`src/rtl/pad_cfg_seq_if.sv`:
```
// Shadow-write bus for pad_cfg_seq.
// The master (core control registers / bootstrap) presents a write with
// wr_valid. The slave (pad_cfg_seq) accepts it when wr_ready is high.
//   wr_valid : write request
//   wr_ready : write accepted on wr_valid & wr_ready
//   wr_side  : 0=no 1=ea 2=so 3=we
//   wr_pad   : pad index within the side
//   wr_data  : config word
interface pad_cfg_seq_if #(
  parameter int unsigned CFGW = 18
);
  logic            wr_valid;
  logic            wr_ready;
  logic [1:0]      wr_side;
  logic [3:0]      wr_pad;
  logic [CFGW-1:0] wr_data;

  modport master (output wr_valid, wr_side, wr_pad, wr_data, input wr_ready);
  modport slave  (input wr_valid, wr_side, wr_pad, wr_data, output wr_ready);
endinterface

```
`src/rtl/pad_cfg_seq.sv`:
```
// Padring tech-config sequencer.
// Writes land in a shadow array. An apply then commits shadow to active one
// pad at a time. A per-pad hold brackets each pad's config change so that
// the core can gate that pad's output-enable while it switches.
// Ports:
//   clk, nreset   : clock, asynchronous active-low reset
//   wr            : shadow-write bus (slave side)
//   wr_err        : sticky, set when a write to a pad index >= NPINS is accepted
//   apply         : start a commit; sampled in IDLE only
//   busy, done    : commit in progress / one-cycle end-of-commit pulse
//   *_tech_cfg    : active config, pad p at [p*CFGW +: CFGW]
//   *_hold        : per-pad hold, at most one bit high across all sides
module pad_cfg_seq #(
  parameter int unsigned     NPINS      = 9,
  parameter int unsigned     CFGW       = 18,
  parameter logic [CFGW-1:0] CFG_RESET  = '0,
  parameter int unsigned     HOLD_CYC   = 2,
  parameter int unsigned     SETTLE_CYC = 4,
  parameter bit              SKIP_SAME  = 1'b1
) (
  input  logic                  clk,
  input  logic                  nreset,
  pad_cfg_seq_if.slave          wr,
  output logic                  wr_err,
  input  logic                  apply,
  output logic                  busy,
  output logic                  done,
  output logic [NPINS*CFGW-1:0] no_tech_cfg,
  output logic [NPINS*CFGW-1:0] ea_tech_cfg,
  output logic [NPINS*CFGW-1:0] so_tech_cfg,
  output logic [NPINS*CFGW-1:0] we_tech_cfg,
  output logic [NPINS-1:0]      no_hold,
  output logic [NPINS-1:0]      ea_hold,
  output logic [NPINS-1:0]      so_hold,
  output logic [NPINS-1:0]      we_hold
);

  typedef enum logic [2:0] {IDLE, SCAN, PRE, POST, FIN} state_t;

  state_t                  state;
  logic [CFGW-1:0]         shadow [4][NPINS];
  logic [CFGW-1:0]         active [4][NPINS];
  logic [3:0][NPINS-1:0]   hold;
  logic [1:0]              side;
  logic [3:0]              pad;
  logic [3:0]              cnt;
  logic                    wr_ready_q;
  logic                    skip;
  logic                    adv;
  logic                    last_pad;

  assign wr.wr_ready = wr_ready_q;
  assign last_pad    = (pad == 4'(NPINS - 1));

  // Pointer advances either from SCAN on an unchanged pad or at the end of
  // the settle window. Both paths share the single advance block below.
  always_comb begin
    skip = 1'b0;
    adv  = 1'b0;
    if (state == SCAN)
      skip = SKIP_SAME && (shadow[side][pad] == active[side][pad]);
    if (skip)
      adv = 1'b1;
    if (state == POST && cnt == 4'(SETTLE_CYC - 1))
      adv = 1'b1;
  end

  always_ff @(posedge clk or negedge nreset) begin
    if (!nreset) begin
      state      <= IDLE;
      side       <= '0;
      pad        <= '0;
      cnt        <= '0;
      hold       <= '0;
      busy       <= 1'b0;
      done       <= 1'b0;
      wr_err     <= 1'b0;
      wr_ready_q <= 1'b1;
      for (int unsigned s = 0; s < 4; s++) begin
        for (int unsigned p = 0; p < NPINS; p++) begin
          shadow[s][p] <= CFG_RESET;
          active[s][p] <= CFG_RESET;
        end
      end
    end else begin
      done <= 1'b0;

      // An accepted apply clears the sticky error; a bad write in the same
      // cycle re-sets it so that error is not lost.
      if (state == IDLE && apply)
        wr_err <= 1'b0;

      if (wr.wr_valid && wr_ready_q) begin
        if (wr.wr_pad < 4'(NPINS))
          shadow[wr.wr_side][wr.wr_pad] <= wr.wr_data;
        else
          wr_err <= 1'b1;
      end

      case (state)
        IDLE: begin
          if (apply) begin
            state      <= SCAN;
            busy       <= 1'b1;
            wr_ready_q <= 1'b0;
            side       <= '0;
            pad        <= '0;
          end
        end
        SCAN: begin
          if (!skip) begin
            hold[side][pad] <= 1'b1;
            cnt             <= '0;
            state           <= PRE;
          end
        end
        PRE: begin
          if (cnt == 4'(HOLD_CYC - 1)) begin
            active[side][pad] <= shadow[side][pad];
            cnt               <= '0;
            state             <= POST;
          end else begin
            cnt <= cnt + 4'd1;
          end
        end
        POST: begin
          if (adv)
            hold <= '0;
          else
            cnt <= cnt + 4'd1;
        end
        FIN:     state <= IDLE;
        default: state <= IDLE;
      endcase

      if (adv) begin
        if (last_pad) begin
          pad  <= '0;
          side <= side + 2'd1;
          if (side == 2'd3) begin
            state      <= FIN;
            busy       <= 1'b0;
            done       <= 1'b1;
            wr_ready_q <= 1'b1;
          end else begin
            state <= SCAN;
          end
        end else begin
          pad   <= pad + 4'd1;
          state <= SCAN;
        end
      end
    end
  end

  for (genvar p = 0; p < NPINS; p++) begin : g_flat
    assign no_tech_cfg[p*CFGW +: CFGW] = active[0][p];
    assign ea_tech_cfg[p*CFGW +: CFGW] = active[1][p];
    assign so_tech_cfg[p*CFGW +: CFGW] = active[2][p];
    assign we_tech_cfg[p*CFGW +: CFGW] = active[3][p];
  end

  assign no_hold = hold[0];
  assign ea_hold = hold[1];
  assign so_hold = hold[2];
  assign we_hold = hold[3];

endmodule
```
`src/flat_wrapper.sv`:
```
// flat-port wrapper written by rule: the top's interface ports become plain ports
module pad_cfg_seq_flat 
#(
  parameter int unsigned     NPINS      = 9,
  parameter int unsigned     CFGW       = 18,
  parameter logic [CFGW-1:0] CFG_RESET  = '0,
  parameter int unsigned     HOLD_CYC   = 2,
  parameter int unsigned     SETTLE_CYC = 4,
  parameter bit              SKIP_SAME  = 1'b1
)
  (clk, nreset, wr_err, apply, busy, done, no_tech_cfg, ea_tech_cfg, so_tech_cfg, we_tech_cfg, no_hold, ea_hold, so_hold, we_hold, wr_wr_valid, wr_wr_side, wr_wr_pad, wr_wr_data, wr_wr_ready);
  pad_cfg_seq_if #(.CFGW(CFGW)) wr_i ();
  input  logic clk;
  input  logic nreset;
  output logic wr_err;
  input  logic apply;
  output logic busy;
  output logic done;
  output logic [NPINS*CFGW-1:0] no_tech_cfg;
  output logic [NPINS*CFGW-1:0] ea_tech_cfg;
  output logic [NPINS*CFGW-1:0] so_tech_cfg;
  output logic [NPINS*CFGW-1:0] we_tech_cfg;
  output logic [NPINS-1:0] no_hold;
  output logic [NPINS-1:0] ea_hold;
  output logic [NPINS-1:0] so_hold;
  output logic [NPINS-1:0] we_hold;
  input wire logic [$bits(wr_i.wr_valid)-1:0] wr_wr_valid;
  input wire logic [$bits(wr_i.wr_side)-1:0] wr_wr_side;
  input wire logic [$bits(wr_i.wr_pad)-1:0] wr_wr_pad;
  input wire logic [$bits(wr_i.wr_data)-1:0] wr_wr_data;
  output wire logic [$bits(wr_i.wr_ready)-1:0] wr_wr_ready;
  assign wr_i.wr_valid = wr_wr_valid;
  assign wr_i.wr_side = wr_wr_side;
  assign wr_i.wr_pad = wr_wr_pad;
  assign wr_i.wr_data = wr_wr_data;
  assign wr_wr_ready = wr_i.wr_ready;
  pad_cfg_seq #(.NPINS(NPINS), .CFGW(CFGW), .CFG_RESET(CFG_RESET), .HOLD_CYC(HOLD_CYC), .SETTLE_CYC(SETTLE_CYC), .SKIP_SAME(SKIP_SAME)) u_core (.clk(clk), .nreset(nreset), .wr(wr_i), .wr_err(wr_err), .apply(apply), .busy(busy), .done(done), .no_tech_cfg(no_tech_cfg), .ea_tech_cfg(ea_tech_cfg), .so_tech_cfg(so_tech_cfg), .we_tech_cfg(we_tech_cfg), .no_hold(no_hold), .ea_hold(ea_hold), .so_hold(so_hold), .we_hold(we_hold));
endmodule
```
`config.mk`:
```
export PLATFORM = sky130hd
export DESIGN_NAME = pad_cfg_seq_flat
export DESIGN_NICKNAME = d
export VERILOG_FILES = /design/src/rtl/pad_cfg_seq_if.sv /design/src/rtl/pad_cfg_seq.sv /design/src/flat_wrapper.sv
export SDC_FILE = /design/constraint.sdc
export NUM_CORES = 2
export LEC_CHECK = 0
export BUFFER_PORTS_ARGS = -buffer_cell sky130_fd_sc_hd__buf_2
export CAP_MARGIN = 20
export CORE_ASPECT_RATIO = 2
export CORE_MARGIN = 5
export CORE_UTILIZATION = 36
export CTS_BUF_LIST = sky130_fd_sc_hd__clkbuf_8
export CTS_CLUSTER_SIZE = 30
export DETAILED_ROUTE_END_ITERATION = 7
export PLACE_DENSITY = 0.6
export SLEW_MARGIN = 20
export SYNTH_ARGS = -nofsm -noshare
export SYNTH_HDL_FRONTEND = slang
export SYNTH_SLANG_ARGS = --single-unit
```
`constraint.sdc`:
```
create_clock -name clk -period 5.3 [get_ports clk]
set_clock_uncertainty 0.2 [all_clocks]
set_input_delay 0.265 -clock clk [delete_from_list [all_inputs] [get_ports clk]]
set_output_delay 0.265 -clock clk [all_outputs]
set_load 0.005 [all_outputs]
```
==> flow_summary.yaml <==
synthesis:
  syn_area_per_cell_sq_um: 12.6
  yosysSeqAreaShare: 0.561
  synthCells: 4787
  synth_top_cell_area_share: 0.561
  syn_nets: 4825
  synth_area_leaders: "dfrtp_1 56%, mux2_2 14%, mux4_2 10%, o21ai_0 5.5%, nand2_1 5.1%"
  ys_seq_elements: 1349
  synth_top_area_cell: "dfrtp_1"
  synth_edf_count: 0
  yosysUniqueCellTypes: 66
  synth.most_common_cell: "dfrtp_1"
  synth.cell_area_sq_um: 60100
  synthFlopType: "dfrtp_1"
  async_reset_ff_frac: 1.00
  ys_top_cells_by_count: "1348 x dfrtp_1, 822 x nand2_1, 770 x mux2_2"
  ys_warn_count: 0
worst_setup_path:
  cp.depth: 15
  arrival_ns: 5.57
  setup.worst_path.start_class: "flip-flop"
  r2r_cells: 15
  required_ns: 5.82
  cpMaxStageDelayCell: "dfrtp_4"
  cpPeakStageDelay_ns: 0.79
  end_kind: "flip-flop"
  crit_fanout: 39
  worst_path_most_repeated_cell: "buf_4"
  crit_chain: "buf_12 > buf_4 > mux4_2 > mux2i_1 > o22ai_1 > nor3_1 > buf_4 > xor2_1 > or4_1 > nor3_1 > buf_4 > nand2_2 > buf_12 > a21oi_2 > a21oi_1"
  path_buf_inv: 5
  cp_top_family: "simple AND/OR/NAND/NOR gates"
  criticalPathCategory: "flip-flop to flip-flop"
sta:
  relSlewSlack: 0.294
  fin_setup_tns_ns: 0
  tightest_slew_ns: 1.06
  finalCriticalPeriod_ns: 5.05
  fmaxAchievable_mhz: 198
  rsz0062_at_grt: "false"
  report.final.setup_viol: 0
  min_period_over_period: 0.952
  drv_slew: 0
  final_hold_viol_count: 0
cts:
  cts_buffers: 187
  cts_resized: 0
  cts-root-buf: "clkbuf_8"
  clk_latency_ns: 0.92
  cts_tree: "yes"
  cts_sinks: 1349
  cts.clk_slew.worst_paths_ns: 0.07
  clockBufferDepth: 4
  cts.htree.levels: 4
detailed_routing:
  vias_per_cell: 5.78
  drc_errors: 0
  post_drt_wl_per_cell_um: 32.7
  drtIter0Drc: 4052
  postRouteAntennaNets: 0
  drt_wl_total_um: 255000
  dr.pass1.iters: 8
  vias: 45000
status:
  status: "complete, no violations"
worst_hold_path:
  min_path_type: "primary input to flip-flop"
  worstHoldPathCells: 5
finish:
  regArea_sq_um: 33800
  fillers: 15600
  multiInputGateArea_sq_um: 24900
  area_growth_pct: 17.7
  fin_util: 0.425
  fin_nets: 5550
  drive_above_1_share: 0.405
global_routing:
  overflow: 0
  grt_pass1_wl_um: 357000
  grt_max_degree: 170
  grtUsageTotal: 0.282
  grt_pass1_vias: 45400
  grt_antenna_before_repair: 22
die:
  row_count: 212
  dieWidth_um: 299
  core_area_sq_um: 167000
  die_area_sq_um: 176000
  ios: 716
  die_y_um: 588
  start_util: 0.361
place:
  portBuffers: 715
  globalplace.congestion: 1.02
  dp_hpwl_um: 187000
power:
  max-vdd-ir-drop_mv: 0.204
  fin_total_pwr_mw: 23.4
  leakage_nw: 34.5
  power.density_nw_per_um2: 331
run:
  cap_violations: 0
-- report_power, final --
part	switching (mW)	total, mW	internal, mW
sequential	0.291	11.0	10.7
combinational	3.00	4.33	1.33
clock	4.08	8.17	4.08
-- flip-flops by register name, indices dropped and copies added, names as in the netlist, 2 cells and up --
name and flops:
u_core.shadow 648, u_core.ea_tech_cfg 162, u_core.no_tech_cfg 162, u_core.so_tech_cfg 162
u_core.we_tech_cfg 162, u_core.ea_hold 9, u_core.no_hold 9, u_core.so_hold 9
u_core.we_hold 9, u_core.cnt 4, u_core.pad 4, u_core.state 3
u_core.side 2
-- per-layer routing --
metal / wire, um / GRT usage / vias up
met3: 22600 / 0.0753 / 811
met1: 83700 / 0.302 / 23200
met2: 121000 / 0.463 / 2397
met5: 54 / 0 / -
li1: - / - / 18600
met4: 27400 / 0.238 / 8
-- worst reg2reg max path, delay by kind of cell, from the launching register on --
| kind | cells | cell delay, ns |
|---|---|---|
| DFF | 1 | 0.79 |
| and+or+nand+nor | 4 | 1.36 |
| AOI/OAI and AO/OA | 3 | 0.48 |
| muxes | 2 | 0.78 |
| buffers and inverters | 5 | 1.17 |
| xor gates and xnor gates | 1 | 0.05 |
-- final timing paths --
| kind | start | slack (ns) | endpoint |
|---|---|---|---|
| worst max-delay path | u_core.side[0] | 0.25 | u_core.busy |
| worst min-delay path | wr_wr_pad[2] | 0.06 | u_core.shadow[454] |
| worst max register to register | u_core.side[0] | 0.25 | u_core.busy |
| worst min register to register | u_core.no_hold[8] | 0.29 | u_core.no_hold[8] |
| max in group asynchronous | nreset | 3.31 | u_core.we_hold[3] |
| min in group asynchronous | nreset | 0.35 | u_core.so_tech_cfg[31] |
-- through the flow --
step / setup WS (ns) / instance area, sq um / hold WS (ns) / instances
CTS: 0.108 / 70700 / 0.00249 / 7782
finish: 0.254 / 70700 / 0.0607 / 7796
detailed placement: 0.140 / 66700 / 0.192 / 7436
floorplan: 1.57 / 60100 / -0.231 / 4787
global placement: 0.190 / 66700 / 0.142 / 7436
global route: 0.172 / 70700 / 0.0508 / 7788
-- kinds of logic (layout without fill, tap and decap cells) --
logic type | after synthesis | in the layout | synth area share
AOI/OAI and AO/OA | 873 | 873 | 0.0782
adders and majority gates | 10 | 10 | 0.00208
buffers and inverters | 418 | 1275 | 0.0303
and+or+nand+nor | 1013 | 1013 | 0.0694
DFF | 1349 | 1349 | 0.561
other | 0 | 12 | 0
xor gates and xnor gates | 18 | 18 | 0.00262
muxes | 1106 | 1106 | 0.256
-- area by class of cell --
type | count | area share
Sequential cell | 1349 | 0.477
Multi-Input combinational cell | 3020 | 0.351
Timing Repair Buffer | 942 | 0.0805
Clock buffer | 236 | 0.0459
Tap cell | 2140 | 0.0379
Clock inverter | 85 | 0.00582
Inverter | 12 | 0.000708
Antenna cell | 12 | 0.000425
-- layout by cell type (no fill, tap or decap), types with 10 or more instances in the layout --
master	n
buf_2	714
a21oi_1	33
nor3_4	14
nand2_1	813
clkbuf_8	236
clkinv_2	15
nor3_1	20
and2_1	11
o22ai_1	91
dfrtp_1	1345
xnor2_1	13
nor2_4	21
mux4_2	267
a31oi_1	38
nor2b_1	14
o21ai_0	658
ha_1	10
inv_1	73
diode_2	12
buf_12	25
nand2_2	10
buf_4	177
dlygate4sd3_1	24
mux2_2	770
mux2i_1	66
nor2_1	56
o31ai_1	28
nand3_1	16
-- repair_timing --
item,CTS,global route
hold buffers,25,0
setup buffers,0,2
endpoints found under the hold margin,1221,0
endpoints found under the setup margin,0,50
No activity file was read; power rests on OpenSTA's default activity.
